$ cat src/rtl/alu_logic_arbiter.sv
// alu_logic_arbiter
// Shares one 74181-style 4-bit logic unit between NUM_REQ requesters.
// Requests arrive on per-requester valid/ready handshakes; at most one
// operation is in flight, and its result returns on a tagged response channel.
//
// Build option:
//   ALU_LOGIC_ARB_FIXED_PRIO_EN  defined   -> fixed priority, lowest index wins
//                                undefined -> round-robin starting after the last winner
//
// state | meaning
// ------+------------------------------------------------------------
// IDLE  | arbitrating; winner gets req_ready combinationally
// EXEC  | registered operands on the shared unit, result captured at edge
// RESP  | rsp_valid high, result held until rsp_ready

module alu_logic_arbiter #(
    parameter  int NUM_REQ = 4,
    localparam int IDW     = $clog2(NUM_REQ)
) (
    input  logic                 clk,
    input  logic                 rst,
    input  logic [NUM_REQ-1:0]   req_valid,
    output logic [NUM_REQ-1:0]   req_ready,
    input  logic [4*NUM_REQ-1:0] req_a,
    input  logic [4*NUM_REQ-1:0] req_b,
    input  logic [4*NUM_REQ-1:0] req_s,
    output logic [3:0]           alu_a,
    output logic [3:0]           alu_b,
    output logic [3:0]           alu_s,
    input  logic [3:0]           alu_f,
    output logic                 rsp_valid,
    input  logic                 rsp_ready,
    output logic [IDW-1:0]       rsp_id,
    output logic [3:0]           rsp_f,
    output logic                 busy
);

    typedef enum logic [1:0] {
        IDLE = 2'd0,
        EXEC = 2'd1,
        RESP = 2'd2
    } state_t;

    state_t         state;
    state_t         state_nxt;

    logic           win_found;
    logic [IDW-1:0] win_id;
    logic           accept;

    logic [3:0]     sel_a;
    logic [3:0]     sel_b;
    logic [3:0]     sel_s;

    logic [3:0]     op_a;
    logic [3:0]     op_b;
    logic [3:0]     op_s;
    logic [IDW-1:0] cur_id;
    logic [3:0]     rsp_f_q;

`ifdef ALU_LOGIC_ARB_FIXED_PRIO_EN

    // Fixed priority: scan downwards so the lowest valid index is the last write.
    always_comb begin
        win_found = 1'b0;
        win_id    = '0;
        for (int i = NUM_REQ - 1; i >= 0; i--) begin
            if (req_valid[i]) begin
                win_found = 1'b1;
                win_id    = IDW'(i);
            end
        end
    end

`else

    logic [IDW-1:0] last_grant;
    logic           hi_found;
    logic [IDW-1:0] hi_id;
    logic [IDW-1:0] lo_id;

    // Round-robin: lowest valid index above last_grant wins, else wrap to lowest valid overall.
    always_comb begin
        win_found = 1'b0;
        hi_found  = 1'b0;
        hi_id     = '0;
        lo_id     = '0;
        for (int i = NUM_REQ - 1; i >= 0; i--) begin
            if (req_valid[i]) begin
                win_found = 1'b1;
                lo_id     = IDW'(i);
                if (i > int'(last_grant)) begin
                    hi_found = 1'b1;
                    hi_id    = IDW'(i);
                end
            end
        end
        win_id = hi_found ? hi_id : lo_id;
    end

    // Remember the winner so it drops to lowest priority next time; reset makes requester 0 first.
    always_ff @(posedge clk) begin
        if (rst) begin
            last_grant <= IDW'(NUM_REQ - 1);
        end else if (accept) begin
            last_grant <= win_id;
        end
    end

`endif

    assign accept = (state == IDLE) && win_found;

    // Select the winning requester's operand fields.
    always_comb begin
        sel_a = 4'h0;
        sel_b = 4'h0;
        sel_s = 4'h0;
        for (int i = 0; i < NUM_REQ; i++) begin
            if (win_id == IDW'(i)) begin
                sel_a = req_a[4*i +: 4];
                sel_b = req_b[4*i +: 4];
                sel_s = req_s[4*i +: 4];
            end
        end
    end

    // FSM state register.
    always_ff @(posedge clk) begin
        if (rst) begin
            state <= IDLE;
        end else begin
            state <= state_nxt;
        end
    end

    // FSM next-state logic.
    always_comb begin
        state_nxt = state;
        case (state)
            IDLE:    if (win_found) state_nxt = EXEC;
            EXEC:    state_nxt = RESP;
            RESP:    if (rsp_ready) state_nxt = IDLE;
            default: state_nxt = IDLE;
        endcase
    end

    // Operand, owner and result registers; operands only move on an accept edge.
    always_ff @(posedge clk) begin
        if (rst) begin
            op_a    <= 4'h0;
            op_b    <= 4'h0;
            op_s    <= 4'h0;
            cur_id  <= '0;
            rsp_f_q <= 4'h0;
        end else begin
            if (accept) begin
                op_a   <= sel_a;
                op_b   <= sel_b;
                op_s   <= sel_s;
                cur_id <= win_id;
            end
            if (state == EXEC) begin
                rsp_f_q <= alu_f;
            end
        end
    end

    // FSM outputs; everything handshake-related is forced quiet while rst is held.
    always_comb begin
        req_ready = '0;
        for (int i = 0; i < NUM_REQ; i++) begin
            req_ready[i] = !rst && accept && (win_id == IDW'(i));
        end
        rsp_valid = !rst && (state == RESP);
        busy      = !rst && (state != IDLE);
    end

    assign alu_a  = op_a;
    assign alu_b  = op_b;
    assign alu_s  = op_s;
    assign rsp_id = cur_id;
    assign rsp_f  = rsp_f_q;

endmodule

$ cat config.mk
export PLATFORM = sky130hd
export DESIGN_NAME = alu_logic_arbiter
export DESIGN_NICKNAME = d
export VERILOG_FILES = /design/src/rtl/alu_logic_arbiter.sv
export SDC_FILE = /design/constraint.sdc
export NUM_CORES = 1
export LEC_CHECK = 0
export CORE_MARGIN = 2
export CORE_UTILIZATION = 37
export CTS_CLUSTER_DIAMETER = 80
export DETAILED_ROUTE_END_ITERATION = 10
export PLACE_DENSITY = 0.89
export SLEW_MARGIN = 10
export SYNTH_ARGS = -nofsm -noshare
export SYNTH_HDL_FRONTEND = slang
export SYNTH_SLANG_ARGS = --single-unit
$ cat constraint.sdc
create_clock -name clk -period 2.1 [get_ports clk]
set_clock_uncertainty 0.1 [all_clocks]
set_input_delay 0.315 -clock clk [delete_from_list [all_inputs] [get_ports clk]]
set_output_delay 0.315 -clock clk [all_outputs]
set_load 0.02 [all_outputs]
Word level (Yosys, flattened, before mapping)
Cells that the tools add are included. Widths: inputs -> output; s select.

Register bits: 22. Bits in latches: 0. Memory bits (writable): 0. Memory bits (read-only): 0. Input port bits: 59. Word-level logic and storage cells: 66. Memories kept: 0.

Add/sub/neg operators: 0. $mul: 0. Divide/modulo/power cells: 0. Magnitude comparators: 3. Eq/ne operators: 7. Shift operators: 0. Mux-type cells: 36. Bitwise logic cells: 0. Reductions and logical operators: 13.

Operators with widths (number): $mux 4 (12); $mux 2 (13); $mux 1 (10); $logic_and 1x1->1 (8); $eq 2x2->1 const B (3); $pmux 2 s3 (1); $eq 2x1->1 const B (2); $gt 2x2->1 const A (2); $logic_not 2->1 (2); $ne 2x2->1 const B (2); $gt 1x2->1 const A (1); $reduce_and 2->1 (1); $reduce_bool 2->1 (1); $logic_not 1->1 (1).

Longest topological paths before layout
Gate-level depths: netlist (run 1).

Depth in word-level cells: 13. Depth in mapped cells: 7. Mapped depth without buffers: 5.

Least setup slack after synthesis (run 1)
Ideal clock, no wire load.

Path kind: register to output. Start: register state[1]. End: output req_ready[1]. Data arrival time: 1462 ps. Setup slack: 223 ps. Cell stages (with the launch flop): 4. Buffers on the path: 0. Cells stage by stage: dfxtp_1 > nor2_1 > o31ai_4 > nor4_1.

Longest elaborated chain between the ends: 4.

Ends and longest elaborated chain: start, declared (RTL line 44) `state_t state;`; start signal, assigned (RTL line 133) `state <= state_nxt;`; $logic_not 2->1 (RTL line 112) `assign accept = (state == IDLE) && win_found;`; $logic_and 1x1->1 (RTL line 112); $logic_and 1x1->1 (2 in series) (RTL line 173) `req_ready[i] = !rst && accept && (win_id == IDW'(i));`; end, declared (RTL line 23) `output logic [NUM_REQ-1:0] req_ready,`.

No other way between the ends.

Final worst setup path (run 1)
Start: register last_grant[1]. End: output req_ready[2].

Longest elaborated chain between the ends: 10. Elaborated cells on any way between the ends: 18. Classes of those cells: order compare: 3; eq/ne: 1; mux: 13; reduce/logical: 1.

Ends and longest elaborated chain: start, declared (RTL line 77) `logic [IDW-1:0] last_grant;`; start signal, assigned (RTL line 104) `last_grant <= IDW'(NUM_REQ - 1);`; start signal, assigned (RTL line 106) `last_grant <= win_id;`; $gt 2x2->1 (RTL line 92) `if (i > int'(last_grant)) begin`; $mux 2 / $mux 1 (equally long branches) (RTL line 92); $mux 2 / $mux 1 (equally long branches) (RTL line 89) `if (req_valid[i]) begin`; $mux 2 / $mux 1 (equally long branches) (RTL line 92); $mux 2 / $mux 1 (equally long branches) (RTL line 89); $mux 2 / $mux 1 (equally long branches) (RTL line 92); $mux 2 / $mux 1 (equally long branches) (RTL line 89); $mux 2 * (RTL line 98) `win_id = hi_found ? hi_id : lo_id;`; $eq 2x2->1 * (RTL line 173); $logic_and 1x1->1 * (RTL line 173).

Mark *: on every way between the ends. The rest lies on a longest branch, timed or not.

==> results of run 1 <==
-- worst max-delay path, cell delays in order (launching register included) --
cell and delay (ps):
dfxtp_1 520, nor3b_1 130, a311oi_4 300, and3_1 190, buf_4 140
-- where the power goes --
part / internal [W] / leakage, nW / switching [W]
registers: 0.000480 / 0.182 / 0.0000396
logic: 0.000430 / 0.834 / 0.000355
clock network: 0.000106 / 0.0210 / 0.000128
total: 0.00102 / 1.04 / 0.000523
-- per-layer routing --
metal | track usage | vias up
met5 | 0 | -
met1 | 0.2300 | 707
met2 | 0.3997 | 75
li1 | - | 786
met3 | 0.06250 | 2
met4 | 0.05585 | 0
-- logic make-up after synthesis --
| group | count (synthesis) |
|---|---|
| and+or+nand+nor | 53 |
| muxes | 13 |
| buffers and inverters | 14 |
| AOI/OAI and AO/OA | 49 |
| DFF | 22 |
-- worst max-delay path by stage --
stage | startpoint | slack, ps | to | cells after the start
final | last_grant[1] | 90 | req_ready[2] | 4
after global routing | last_grant[1] | -7 | req_ready[3] | 5
after CTS | req_valid[3] | 6 | req_ready[2] | 6
after detailed placement | req_valid[1] | -550 | req_ready[2] | 6
after global placement | req_valid[1] | -520 | req_ready[2] | 6
after floorplan | state[1] | 220 | req_ready[1] | 3
-- synthesized netlist by cell type (3+ instances only) --
master	count
nor2_1	26
dfxtp_1	22
mux2i_1	13
a221oi_1	12
a2111oi_1	9
nand2_1	6
clkbuf_1	5
a211oi_1	4
a21oi_1	4
o21ai_0	4
a21bo_2	3
and2_1	3
buf_6	3
nand3_1	3
nor3b_1	3
-- timing repair --
item,CTS,global route
buffers inserted,1,0
endpoints found under the setup margin,14,13
resized for setup,24,5
pin swaps,1,0
gates cloned,0,1
-- stage by stage --
stage,TNS (ps),cells,util
final,0,302,0.7253
after CTS,0,301,0.7121
after global routing,-7.193,302,0.7253
after global placement,-5101,296,0.7055
after detailed placement,-6042,296,0.7055
after floorplan,0,151,-
-- state kept, by name, summed over array words and instances, names as in the netlist --
name        flops
alu_s           4
alu_b           4
rsp_id          2
rsp_f           4
alu_a           4
state           2
last_grant      2
-- cell type report --
cell class | count | area, µm²
Timing Repair Buffer | 113 | 1087
Fill cell | 253 | 938.4
Multi-Input combinational cell | 115 | 847.1
Sequential cell | 22 | 441.7
Tap cell | 46 | 57.56
Clock buffer | 4 | 36.28
Inverter | 2 | 7.507
==> results.md, run 1 <==
* CP startpoint kind: flip-flop
* Gate Count Post-Synth at between 150 and 200
* Largest net degree at the start of global routing at 15
* Drt drc at 0
* CP arrival at roughly 1600 ps
* Vias in the first global route at roughly 1600
* Met2 Wirelength at roughly 2.2 mm
* # rows at 21
* HP Class: reg2reg
* Syn avg cell area at about 9.0 µm²
* DRT Pass-1 Iters at 4
* DR vias at 1570
* WHS Endpoint: rsp_id[1]
* Worst reg2reg path endpoint: alu_a[3]
* Worst Setup Slack post-DPL at -550.8 ps
* Worst Max-Slew Pin Slew at approximately 600 ps
* DR vias/cell at just over 5
* Routed wire per std cell at between 10 and 15 µm
* Placed Area at approximately 2400 µm²
* R2R Path Start: last_grant[1]
* Yosys cell types at 39
* Global-route wire length before repair at just under 7 mm
* Worst vdd ir at roughly 0.00039 V
* Commonest non-fill, non-tap cell in the layout: clkdlybuf4s50_1
* Synth Area in Simple Gates at 0.1959
* FMAX at slightly below 500 MHz
* CORE AREA at approximately 3400 µm²
* Starting Density at 0.3963
* Hold Slack at between 300 and 400 ps
* Final net count at 316
* Max Cap Violations at 0
* Syn. warnings at 0
* Die area at between 4000 and 5000 µm²
* N_diodes at 0
* M1 wire length at about 1.7 mm
* Port bufs at 82
* Worst EP required at 1680 ps
* XOR/XNOR share of the synthesized area at 0
* H-tree depth reported by CTS at 1
* Total CTS buffers at 3
* Final period util at 0.9595
* Gr ovfl total at 0
* Hold Vio Cnt, Final at 0
* CP max FO at 10
* FF-to-FF setup slack at roughly 130 ps
* Fin crit period at approximately 2000 ps
* # hold bufs at CTS at 0
* Status: finished clean
* Synth-to-Final Area Change at 82.99%
* Worst-skew pair later-pin latency at 310 ps
* Main combinational cell family by area after synthesis: compound AO/OA/AOI/OAI gates
* Synth Cell Area at between 1000 and 1500 µm²
* Clock root buffer master: clkbuf_4
* HPWL Detailed at approximately 3.3 mm
* Mux share of post-synthesis cell area at 0.09612
* Clock-pin slew on the worst setup and hold paths at around 120 ps
* Slew Limit Fails at 0
* Final Worst Setup Slack at 85.07 ps
* Clk sinks at 22
* Die W at approximately 64 µm
* Layout cells sized above 1 at 0.2070
* Hold Path Depth at 2
* DR iter-0 viols at 29
* CTS tree: yes
* Syn Nets at 210
* Antenna violations before repair at 0
* Final setup viols at 0
* All-Layer GR Usage at 0.2123
* Sequential fraction of the synthesis area at 0.3253
* PD cells at roughly 620 nW/µm²
* Register bit total from synthesis at 22
* Chip height at 64.49 µm
* Power Total at between 0.0015 and 0.002 W
* Worst-case reg-to-reg path depth at 7
* Synth top area share at 0.3253
* Synth top area cells: dfxtp_1 33%, mux2i_1 9.6%, a221oi_1 7.8%, nor2_1 7.2%, a2111oi_1 6.7%
* CP Class: reg2out
* Post-synth top flop: dfxtp_1
* Clock buffer depth at 2
* Async SR Flop Fraction at 0
* HP Start: rsp_id[1]
* EDFF count, synth at 0
* CP Capture Type: output port
* Slew HR at 0.5976
* Placer Congestion at about 0.88
* Post-Route WL at 4.323 mm
* Met3 routed wirelength at 363 µm
* DRT antenna net count at 0
* Max layer used: met4
* Ports at a little over 80
* Adder-cell area share of the yosys netlist at 0
* Leak pwr at ~1.0 nW
* Post-synth top area cell: dfxtp_1
* Most frequent cells in the layout: 72 x clkdlybuf4s50_1, 28 x buf_4, 25 x nor2_1
* Synth Area in Compound Gates at 0.3198
* Design area at between 2000 and 2500 µm²
Power figures use the tool's default switching activity.
==> inputs of run 2 (changes only) <==
--- a/config.mk
+++ b/config.mk
@@ -7,8 +7,9 @@
 export LEC_CHECK = 0
 export CORE_MARGIN = 2
-export CORE_UTILIZATION = 37
+export CORE_UTILIZATION = 38
+export CTS_BUF_LIST = sky130_fd_sc_hd__clkbuf_8
 export CTS_CLUSTER_DIAMETER = 80
 export DETAILED_ROUTE_END_ITERATION = 10
-export PLACE_DENSITY = 0.89
+export PLACE_DENSITY = 0.91
 export SLEW_MARGIN = 10
 export SYNTH_ARGS = -nofsm -noshare
==> constraint.sdc (replaced) <==
create_clock -name clk -period 2.1 [get_ports clk]
set_clock_uncertainty 0.1 [all_clocks]
set_input_delay 0.42 -clock clk [delete_from_list [all_inputs] [get_ports clk]]
set_output_delay 0.42 -clock clk [all_outputs]
set_load 0.02 [all_outputs]
==> results.md, run 2 (synthesis results as in run 1) <==
* Status: finished clean
* Gr ovfl total at 0
* Clock buffer depth at 2
* Hold Path Depth at 2
* Clock-pin slew on the worst setup and hold paths at around 80 ps
* CP startpoint kind: input port
* Worst-skew pair later-pin latency at 260 ps
* DR vias/cell at roughly 5.4
* PD cells at 676.0 nW/µm²
* N_diodes at 0
* Global-route wire length before repair at approximately 7.4 mm
* Worst vdd ir at ~0.00042 V
* Die area at 4056 µm²
* Fin crit period at between 2000 and 2500 ps
* Commonest non-fill, non-tap cell in the layout: clkdlybuf4s50_1
* Die W at around 64 µm
* Max Cap Violations at 0
* HP Start: rsp_id[1]
* Largest net degree at the start of global routing at 15
* DRT antenna net count at 0
* Final period util at 0.9887
* WHS Endpoint: rsp_id[1]
* FF-to-FF setup slack at approximately 160 ps
* Pint at around 0.0012 W
* Sequential share of power at 0.304
* Layout Cells excl Fill at 302
* Ports at between 80 and 90
* DR iter-0 viols at 37
* Placer Congestion at 0.8322
* Total CTS buffers at 3
* CP Class: in2out
* RSZ-0062 raised after global routing: true
* Antenna violations before repair at 0
* FMAX at slightly below 500 MHz
* Sw Pwr at between 0.0005 and 0.0006 W
* Clock root buffer master: clkbuf_8
* DRT Pass-1 Iters at 4
* R2R Path Start: last_grant[0]
* Clk sinks at 22
* Sw frac at 0.3217
* Starting Density at 0.3994
* Port bufs at between 80 and 90
* Final net count at between 300 and 400
* # rows at 21
* Worst Max-Slew Pin Slew at 592.0 ps
* Synth-to-Final Area Change at 88.82%
* CP arrival at 1560 ps
* Worst EP required at around 1600 ps
* Chip height at around 64 µm
* Worst reg2reg path endpoint: alu_b[1]
* Slew HR at 0.6053
* CORE AREA at ~3400 µm²
* All-Layer GR Usage at 0.2258
* Drt drc at 0
* Clk network pwr share at 0.231
* CP Capture Type: output port
* Hold Slack at ~360 ps
* Slew Limit Fails at 0
* Worst-case reg-to-reg path depth at 7
* Post-Route WL at about 4.5 mm
* Combinational share of power at 0.465
* CTS tree: yes
* Final setup viols at 0
* HP Class: reg2reg
* # hold bufs at CTS at 0
* Cell count after placement at ~300
* Most frequent cells in the layout: 71 x clkdlybuf4s50_1, 27 x buf_4, 24 x nor2_1
* CP max FO at 4
* HPWL Detailed at 3.363 mm
* Hold Vio Cnt, Final at 0
* DR vias at between 1500 and 2000
* Vias in the first global route at ~1700
* Layout cells sized above 1 at 0.2617
* Routed wire per std cell at 14.86 µm
* Leak pwr at between 1 and 1.5 nW
* H-tree depth reported by CTS at 1
[run 2: changes by cell type in the layout (fill, tap and decap cells not counted), moves of 2 or more]
cell / change
clkdlybuf4s15_2: +3
buf_6: +5
clkbuf_8: +2
clkbuf_4: -3
dlygate4sd2_1: -2
a2111oi_1: -3
a2111oi_2: +3
[run 2: per-stage QoR]
step / power (W) / setup TNS [ps] / utilization / area [µm²] / setup WS [ps]
2_1_floorplan: 0.0009136 / 0 / - / 1354 / 79.00
3_3_place_gp: 0.001280 / -8533 / 0.7095 / 2405 / -729.7
3_5_place_dp: 0.001296 / -9925 / 0.7095 / 2405 / -768.1
4_1_cts: 0.001714 / -1.563 / 0.7460 / 2529 / -1.563
5_1_grt: 0.001817 / -110.1 / 0.7542 / 2556 / -67.98
6_report: 0.001728 / 0 / 0.7542 / 2556 / 23.82
[run 2: how the worst max path moves through the flow]
stage	startpoint	to	slack (ps)	cells after the start
floorplan	rst	req_ready[1]	80	3
global placement	req_valid[1]	req_ready[2]	-730	6
detailed placement	req_valid[1]	req_ready[2]	-770	6
CTS	req_valid[0]	req_ready[3]	-2	6
global route	req_valid[3]	req_ready[1]	-70	7
finish	req_valid[0]	req_ready[0]	20	7
[run 2: per-layer routing]
layer,vias to the layer above,wire length (µm),global-route usage
met2,70,2381,0.4316
met5,-,0,0
li1,788,-,-
met4,0,45,0.04348
met3,4,298,0.04643
met1,776,1762,0.2558
[run 2: critical path, stage by stage]
cell             delay (ps)
clkdlybuf4s15_2         200
buf_4                   150
and2_1                  190
a32oi_1                 160
o31ai_1                 120
and2_1                  180
buf_6                   130
[run 2: area by class of cell]
| cell class | instances | area [µm²] |
|---|---|---|
| Clock buffer | 3 | 41.29 |
| Clock inverter | 1 | 30.03 |
| Fill cell | 239 | 833.3 |
| Inverter | 2 | 7.507 |
| Multi-Input combinational cell | 115 | 894.6 |
| Sequential cell | 22 | 445.4 |
| Tap cell | 46 | 57.56 |
| Timing Repair Buffer | 113 | 1080 |
[run 2: power groups by stage]
stage	clock network (W)	logic, W	registers, W
after floorplan	0	0.000331	0.000583
after global placement	0	0.000751	0.000529
after detailed placement	0	0.000765	0.000532
after CTS	0.000402	0.000786	0.000526
after global routing	0.000419	0.000862	0.000537
final	0.000399	0.000803	0.000526
[run 2: repair_timing]
item,CTS,global route
buffers inserted,1,0
endpoints found under the setup margin,16,9
resized for setup,53,6
pin swaps,8,8
